<file path="src/rtl/point_subtraction.sv">
// point_subtraction: affine R = P - Q on y^2 = x^3 + ax + b over GF(p), via Q negation then add/double.
// Build option POINT_SUB_RANGE_CHECK_EN adds a range_err output and operand range checking at start.
module point_subtraction #(
  parameter int n = 10
) (
  input  logic         clk,
  input  logic         reset,
  input  logic         start,
  input  logic [n-1:0] p,
  input  logic [n-1:0] a,
  input  logic [n-1:0] x1,
  input  logic [n-1:0] y1,
  input  logic [n-1:0] x2,
  input  logic [n-1:0] y2,
  output logic [n-1:0] x3,
  output logic [n-1:0] y3,
  output logic         result_ready,
  output logic         infinity,
`ifdef POINT_SUB_RANGE_CHECK_EN
  output logic         range_err,
`endif
  output logic         busy
);

  localparam int CW = $clog2(n + 1);
  localparam int IW = $clog2(2 * n + 2);

  typedef enum logic [3:0] {
    IDLE, NEG, CLASSIFY, INF, NUM, INV, LAMBDA, X3, Y3, DONE
  } state_t;

  state_t state;
  logic [1:0]    step;
  logic          dbl;
  logic [n-1:0]  pr, ar, x1r, y1r, x2r, y2r, y2n;
  logic [n-1:0]  num, den, inv, lam, tmp, x3t, y3t;
  logic [n-1:0]  inv_u, inv_v, inv_c1, inv_c2;
  logic [IW-1:0] inv_iter;
  logic [n-1:0]  mul_a, mul_b, mul_acc;
  logic [CW-1:0] mul_cnt;
  logic [n-1:0]  mul_red, mul_next;
  logic          finite_done;
  logic          operand_bad;

  function automatic logic [n-1:0] mod_add(input logic [n-1:0] fa, input logic [n-1:0] fb,
                                           input logic [n-1:0] fm);
    logic [n:0] fs;
    fs = {1'b0, fa} + {1'b0, fb};
    if (fs >= {1'b0, fm}) fs = fs - {1'b0, fm};
    return fs[n-1:0];
  endfunction

  function automatic logic [n-1:0] mod_sub(input logic [n-1:0] fa, input logic [n-1:0] fb,
                                           input logic [n-1:0] fm);
    logic [n:0] fs;
    if (fa >= fb) fs = {1'b0, fa} - {1'b0, fb};
    else          fs = {1'b0, fa} + {1'b0, fm} - {1'b0, fb};
    return fs[n-1:0];
  endfunction

  // Division by two mod an odd modulus: add the modulus first when the value is odd.
  function automatic logic [n-1:0] mod_half(input logic [n-1:0] fa, input logic [n-1:0] fm);
    logic [n:0] fs;
    fs = fa[0] ? ({1'b0, fa} + {1'b0, fm}) : {1'b0, fa};
    return fs[n:1];
  endfunction

  // One MSB-first step of the interleaved modular multiplier: acc = 2*acc + bit*a (mod p).
  assign mul_red  = mod_add(mul_acc, mul_acc, pr);
  assign mul_next = mod_add(mul_red, mul_b[n-1] ? mul_a : '0, pr);

`ifdef POINT_SUB_RANGE_CHECK_EN
  assign operand_bad = (x1 >= p) || (y1 >= p) || (x2 >= p) || (y2 >= p) || (a >= p);
  assign finite_done = !infinity && !range_err;
`else
  assign operand_bad = 1'b0;
  assign finite_done = !infinity;
`endif

  always_ff @(posedge clk or negedge reset) begin
    if (!reset) begin
      state        <= IDLE;
      step         <= '0;
      dbl          <= 1'b0;
      pr           <= '0;
      ar           <= '0;
      x1r          <= '0;
      y1r          <= '0;
      x2r          <= '0;
      y2r          <= '0;
      y2n          <= '0;
      num          <= '0;
      den          <= '0;
      inv          <= '0;
      lam          <= '0;
      tmp          <= '0;
      x3t          <= '0;
      y3t          <= '0;
      inv_u        <= '0;
      inv_v        <= '0;
      inv_c1       <= '0;
      inv_c2       <= '0;
      inv_iter     <= '0;
      mul_a        <= '0;
      mul_b        <= '0;
      mul_acc      <= '0;
      mul_cnt      <= '0;
      x3           <= '0;
      y3           <= '0;
      result_ready <= 1'b0;
      infinity     <= 1'b0;
      busy         <= 1'b0;
`ifdef POINT_SUB_RANGE_CHECK_EN
      range_err    <= 1'b0;
`endif
    end else begin
      if (mul_cnt != '0) begin
        mul_acc <= mul_next;
        mul_b   <= {mul_b[n-2:0], 1'b0};
        mul_cnt <= mul_cnt - CW'(1);
      end

      case (state)
        IDLE: begin
          if (start) begin
            pr           <= p;
            ar           <= a;
            x1r          <= x1;
            y1r          <= y1;
            x2r          <= x2;
            y2r          <= y2;
            result_ready <= 1'b0;
            infinity     <= 1'b0;
            busy         <= 1'b1;
            step         <= '0;
`ifdef POINT_SUB_RANGE_CHECK_EN
            range_err    <= operand_bad;
`endif
            state        <= operand_bad ? DONE : NEG;
          end
        end

        NEG: begin
          y2n   <= (y2r == '0) ? '0 : pr - y2r;
          state <= CLASSIFY;
        end

        CLASSIFY: begin
          step <= '0;
          if (x1r != x2r) begin
            dbl   <= 1'b0;
            state <= NUM;
          end else if (y1r != y2r && y1r == y2n && y1r != '0) begin
            dbl   <= 1'b1;
            state <= NUM;
          end else begin
            state <= INF;
          end
        end

        INF: begin
          infinity     <= 1'b1;
          result_ready <= 1'b0;
          x3           <= '0;
          y3           <= '0;
          state        <= DONE;
        end

        // Chord slope for distinct x, tangent slope (3x^2 + a) / 2y for P = -Q.
        NUM: begin
          if (!dbl) begin
            num   <= mod_sub(y2n, y1r, pr);
            den   <= mod_sub(x2r, x1r, pr);
            step  <= '0;
            state <= INV;
          end else if (step == 2'd0) begin
            mul_a   <= x1r;
            mul_b   <= x1r;
            mul_acc <= '0;
            mul_cnt <= CW'(n);
            step    <= 2'd1;
          end else if (step == 2'd1) begin
            if (mul_cnt == '0) begin
              num  <= mod_add(mul_acc, mod_add(mul_acc, mul_acc, pr), pr);
              step <= 2'd2;
            end
          end else begin
            num   <= mod_add(num, ar, pr);
            den   <= mod_add(y1r, y1r, pr);
            step  <= '0;
            state <= INV;
          end
        end

        // Binary extended Euclid keeping c1*den = u and c2*den = v (mod p); each step drops a bit.
        INV: begin
          if (step == 2'd0) begin
            inv_u    <= den;
            inv_v    <= pr;
            inv_c1   <= n'(1);
            inv_c2   <= '0;
            inv_iter <= '0;
            step     <= 2'd1;
          end else if (inv_u == n'(1)) begin
            inv   <= inv_c1;
            step  <= '0;
            state <= LAMBDA;
          end else if (inv_v == n'(1)) begin
            inv   <= inv_c2;
            step  <= '0;
            state <= LAMBDA;
          end else if (inv_iter >= IW'(2 * n)) begin
            inv   <= '0;
            step  <= '0;
            state <= LAMBDA;
          end else begin
            inv_iter <= inv_iter + IW'(1);
            if (!inv_u[0]) begin
              inv_u  <= inv_u >> 1;
              inv_c1 <= mod_half(inv_c1, pr);
            end else if (!inv_v[0]) begin
              inv_v  <= inv_v >> 1;
              inv_c2 <= mod_half(inv_c2, pr);
            end else if (inv_u > inv_v) begin
              inv_u  <= (inv_u - inv_v) >> 1;
              inv_c1 <= mod_half(mod_sub(inv_c1, inv_c2, pr), pr);
            end else begin
              inv_v  <= (inv_v - inv_u) >> 1;
              inv_c2 <= mod_half(mod_sub(inv_c2, inv_c1, pr), pr);
            end
          end
        end

        LAMBDA: begin
          if (step == 2'd0) begin
            mul_a   <= num;
            mul_b   <= inv;
            mul_acc <= '0;
            mul_cnt <= CW'(n);
            step    <= 2'd1;
          end else if (mul_cnt == '0) begin
            lam   <= mul_acc;
            step  <= '0;
            state <= X3;
          end
        end

        X3: begin
          if (step == 2'd0) begin
            mul_a   <= lam;
            mul_b   <= lam;
            mul_acc <= '0;
            mul_cnt <= CW'(n);
            step    <= 2'd1;
          end else if (step == 2'd1) begin
            if (mul_cnt == '0) begin
              tmp  <= mod_sub(mul_acc, x1r, pr);
              step <= 2'd2;
            end
          end else begin
            x3t   <= mod_sub(tmp, x2r, pr);
            step  <= '0;
            state <= Y3;
          end
        end

        Y3: begin
          if (step == 2'd0) begin
            tmp  <= mod_sub(x1r, x3t, pr);
            step <= 2'd1;
          end else if (step == 2'd1) begin
            mul_a   <= lam;
            mul_b   <= tmp;
            mul_acc <= '0;
            mul_cnt <= CW'(n);
            step    <= 2'd2;
          end else if (mul_cnt == '0) begin
            y3t   <= mod_sub(mul_acc, y1r, pr);
            step  <= '0;
            state <= DONE;
          end
        end

        DONE: begin
          busy  <= 1'b0;
          state <= IDLE;
          if (finite_done) begin
            x3           <= x3t;
            y3           <= y3t;
            result_ready <= 1'b1;
          end
        end

        default: state <= IDLE;
      endcase
    end
  end

endmodule

</file>
<file path="config.mk">
export PLATFORM = sky130hd
export DESIGN_NAME = point_subtraction
export DESIGN_NICKNAME = d
export VERILOG_FILES = /design/src/rtl/point_subtraction.sv
export SDC_FILE = /design/constraint.sdc
export NUM_CORES = 1
export LEC_CHECK = 0
export BUFFER_PORTS_ARGS = -buffer_cell sky130_fd_sc_hd__buf_2
export CAP_MARGIN = 25
export CORE_ASPECT_RATIO = 1.5
export CORE_UTILIZATION = 50
export CTS_BUF_LIST = sky130_fd_sc_hd__clkbuf_16
export DETAILED_ROUTE_END_ITERATION = 6
export PLACE_DENSITY = 0.64
export RECOVER_POWER = 100
export SKIP_CTS_REPAIR_TIMING = 1
export SYNTH_ARGS = -nofsm -noshare
export SYNTH_HDL_FRONTEND = slang
export SYNTH_SLANG_ARGS = --single-unit
</file>
<file path="constraint.sdc">
create_clock -name clk -period 8.83 [get_ports clk]
set_input_delay 1.3245 -clock clk [delete_from_list [all_inputs] [get_ports clk]]
set_output_delay 1.3245 -clock clk [all_outputs]
set_load 0.01 [all_outputs]
</file>
# Yosys cells after proc, flatten, opt, wreduce, memory -nomap -nowiden
# Cells that the tools add are included.
# word_totals
register_bits	249
input_bits	63
output_inout_bits	23
wordCells	333
# classes
n_addsub	40
magnitude_cmp	15
n_eq_ne	46
mux	158
n_bitwise	2
reduce_logical	39
# op_table
operator	n
$mux W10	98
$sub A10 B10 Y10	24
$add A10 B10 Y11	9
$ge A10 B10 Y1	8
$mux W4	20
$pmux W10 S4	2
$pmux W10 S2	3
$ge A11 B10 Y1	5
$add A10 B10 Y10	5
$mux W11	4
$ne A2 B2 Y1 const B	20
$pmux W4 S9	1
$pmux W10 S3	1
$mux W2	13
$reduce_and A3 Y1	7
$eq A10 B1 Y1 const B	2
$mux W5	4
$ne A10 B10 Y1	2
$eq A4 B3 Y1 const B	4
$pmux W2 S7	1
$pmux W4 S3	1
$reduce_and A12 Y1	1
$reduce_and A6 Y1	2
$reduce_bool A2 Y1	6
other kinds (33)	57

# Logic depth before layout (Yosys ltp)
# logic_depth
depth_word	20
depth_mapped	29
mapped_depth_nobuf	27

# Worst setup path before layout
# OpenSTA, ideal clock, no wires.
# synth_timing
kind	flip-flop to flip-flop
start	reg pr[1]
end	reg mul_acc[1]
setup_time_ns	0.136
t_arrival_ns	6.393
required_ns	8.694
path_slack_ns	2.301
stages_incl_launch_ff	29
n_path_buf	2
period_less_slack_ns	6.529
path_cell_list	dfrtp_1 -> inv_1 -> ha_1 -> ha_1 -> nand4_1 -> o21ai_1 -> a211oi_1 -> nand2_1 -> clkbuf_1 -> nand2_1 -> o21a_1 -> fa_1 -> nand2_1 -> or4_1 -> nand4b_1 -> nand3_2 -> a31oi_4 -> mux2_2 -> or2_2 -> ha_1 -> nand4_1 -> nor2_1 -> a311oi_1 -> inv_1 -> a211o_1 -> o31ai_4 -> buf_6 -> mux2i_1 -> a21oi_1
# synth_via
elab_chain_cells	9
elab_cells_between_ends	13
classes_between	add/sub: 3; order compare: 2; mux: 8
# synth_lines
element	line_no	source
start, declared	35	logic [n-1:0] pr, ar, x1r, y1r, x2r, y2r, y2n;
start signal, assigned	126	pr <= p;
$sub A10 B10 Y10 or $ge A11 B10 Y1 (tied branches)	49	if (fs >= {1'b0, fm}) fs = fs - {1'b0, fm};
$mux W10	49	
$add A10 B10 Y11	48	fs = {1'b0, fa} + {1'b0, fb};
$sub A10 B10 Y10 or $ge A11 B10 Y1 (tied branches)	49	
$mux W10 *	49	
$mux W10 *	117	if (mul_cnt != '0) begin
$mux W10 (on tied branches)	n/a	
$mux W10 (on tied branches)	268, 171	
$pmux W10 S3 *	123	case (state)
end signal, assigned	118	mul_acc <= mul_next;
end, declared	39	logic [n-1:0] mul_a, mul_b, mul_acc;
# Every way passes the cells marked *; elsewhere a longest branch is shown, timed or not.
# A chain may end at the register's enable or synchronous reset.

# Worst setup path after layout
# layout_timing
start	reg pr[8]
end	reg mul_acc[0]
# layout_via
elab_chain_cells	9
elab_cells_between_ends	13
classes_between	add/sub: 3; order compare: 2; mux: 8
# layout_lines
element	line_no
$ge A11 B10 Y1 or $sub A10 B10 Y10 (tied branches)	49
$mux W10	49
$add A10 B10 Y11	48
$sub A10 B10 Y10 or $ge A11 B10 Y1 (tied branches)	49
$mux W10 *	49
$mux W10 *	117
$mux W10 (on tied branches)	n/a
$mux W10 (on tied branches)	268, 171
$pmux W10 S3 *	123
# Marked as above.

==> run metrics <==
outcome finished with violations; violated checks capacitance limit, slew limit; Die X about 190 um; max-cap violation count 4; number of nets still failing antenna checks after routing 0; kind of critical path reg2reg; DP Wirelength between 70000 and 80000 um; GP Congestion around 0.98; endpoints failing setup 0; total number of vias 24300; Reg clk slew, reported paths around 0.060 ns; initial cell density of the core between 50% and 60%; vias per cell 6.13; Hold Crit Class reg2reg; Avg WL per Cell 23.4 um; Fmax roughly 0.14 GHz; min Tclk post-route 7.20 ns; Cell variety after synth between 90 and 100; sequential area share after synthesis 23.6%; multi-input logic area around 19000 sq um; crit-path max cell delay around 0.58 ns; Setup TNS 0 ns; syn_nets between 3000 and 4000; final clock skew about 0.013 ns; H-Tree Depth 1; die area approximately 54000 sq um; largest cells by area after synthesis dfrtp_1, ha_1, o21ai_0, xnor2_1, fa_1; Synth Cell Area ~26000 sq um; global-route wire length before repair 142000 um; #FFs+latches synth 249; register area around 6200 sq um; hold endpoint y3[5]; Die Y roughly 280 um; n_diodes 0; Main synth FF type dfrtp_1; DRT Wirelength between 90000 and 100000 um; drt initial violations ~1600; Syn Inst Count around 3200; CP max FO 14; Hold WS about 0.48 ns; initial antenna violation count 1; # DRC 0; Final nets 3697; family with the most delay on the worst path compound AO/OA/AOI/OAI gates; Hold Vio Cnt, Final 0; r2r endpoint mul_acc[0]; max-slew violations 223; Ports 86; Filler cells a little under 5000; core area ~52000 sq um; Total GRT Usage about 35%; most frequent cells in the layout ha_1, nand2_1, o21ai_0; row cnt a little over 100; Syn. warnings 0; CP Launch Type register; Clock Sinks roughly 250; most common cell after layout, fill and taps aside ha_1; hold depth 2; critical path buffer and inverter count 2; Synth Area per Inst around 8.3 sq um; crit-path most repeated cell nand2_1; Req. time, crit path 9.34 ns; Hold Path Origin y3[5]; Layout area overhead 8.62%; vias in the first global route around 25000; Post-synth ARST share between 90% and 100%; gr ovfl total 0; share of the synthesized area in the top cell type 23.6%; Max stage delay cell, worst path a211oi_1; largest net degree at the start of global routing around 120; cell type with the highest aggregate area in the netlist dfrtp_1; CTS tree done; R2R setup slack about 1.6 ns; Slew HR -314%; CP Data Arrival Time around 7.7 ns; RSZ-0062 raised after global routing no; Worst Setup End Kind register; first-pass detailed-route iteration total 6; CTS Root Cell clkbuf_16; number of CTS-inserted buffers 30; worst reg-to-reg path cell count 25; Max clock buf depth 3; number of port buffers 85; Post-synth EDFFs 0; fraction of layout cells with a size suffix above 1 under 10%; post-route clock period utilization 81.5%; Slew @ Worst Pin 6.21 ns; worst skew pair latency 0.60 ns; R2R Path Start pr[8]
## cells in the mapped netlist, types with 11 or more instances
cell / n
xnor2_1: 161
dfrtp_1: 249
inv_1: 287
o21bai_1: 24
a222oi_1: 20
fa_1: 64
or3_1: 25
clkbuf_1: 90
o31ai_1: 19
nand3_1: 28
o21ai_0: 299
a211o_1: 12
o211ai_1: 33
and2_1: 15
a31oi_1: 18
mux2i_1: 48
o21a_1: 23
a211oi_1: 28
nand2b_1: 27
nor4_1: 11
nor3_1: 64
nand4_1: 28
a21o_1: 74
mux2_2: 81
ha_1: 311
xor2_1: 79
a22oi_1: 18
a22o_1: 14
nor2_1: 211
a21boi_0: 21
nor2b_1: 65
a21oi_1: 240
nand2_1: 310
## per-stage QoR
stage / util [%] / std cells / worst slack [ns] / area [sq um]
3_5_place_dp: 53.5 / 3903 / 1.99 / 27800
4_1_cts: 55.6 / 3959 / 1.94 / 28900
3_3_place_gp: 53.4 / 3900 / 2.11 / 27700
2_1_floorplan: - / 3184 / 2.30 / 26400
5_1_grt: 55.2 / 3959 / 0.921 / 28700
6_report: 55.2 / 3959 / 1.63 / 28700
## metal layers
metal	wire, um	track usage, %	vias to the layer above
li1	-	-	11500
met1	34200	38.0	11700
met2	45600	60.6	778
met3	4180	3.51	320
met4	8550	27.5	2
met5	13	0	-
## logic make-up (layout without fill, tap and decap cells)
| family | count (synthesis) | after routing | synth area share, % |
|---|---|---|---|
| compound gates | 958 | 958 | 23.1 |
| xor+xnor | 240 | 240 | 7.96 |
| fa+ha+maj | 375 | 375 | 19.6 |
| buf+inv | 395 | 494 | 5.76 |
| flops | 249 | 249 | 23.6 |
| mux | 130 | 130 | 5.32 |
| simple gates | 837 | 837 | 14.7 |
## worst max path at each step
stage / from / to / cells after the start
3_3_place_gp: pr[8] / mul_acc[0] / 25
6_report: pr[8] / mul_acc[0] / 25
5_1_grt: reset / x1r[3] / 1
4_1_cts: pr[8] / mul_acc[0] / 25
2_1_floorplan: pr[1] / mul_acc[1] / 28
3_5_place_dp: pr[8] / mul_acc[0] / 25
## worst reg2reg max path: cells and delay by family (launching register included)
family                   cells  cell delay [ns]
AO/OA/AOI/OAI                8             2.67
adder cells (fa/ha/maj)      3             0.97
buffers and inverters        2             0.35
flip-flops                   1             0.37
multiplexers                 2             0.79
AND/OR/NAND/NOR             10             1.95
## area by class of cell
| class | count | area share [%] |
|---|---|---|
| Clock buffer | 31 | 2.71 |
| Clock inverter | 25 | 1.02 |
| Inverter | 290 | 3.80 |
| Multi-Input combinational cell | 2540 | 64.9 |
| Sequential cell | 249 | 21.7 |
| Tap cell | 676 | 2.95 |
| Timing Repair Buffer | 148 | 2.87 |
Power is left out: the tool's default activity adds up to more than one toggle a clock period on the data nets, which glitch-free logic cannot reach.
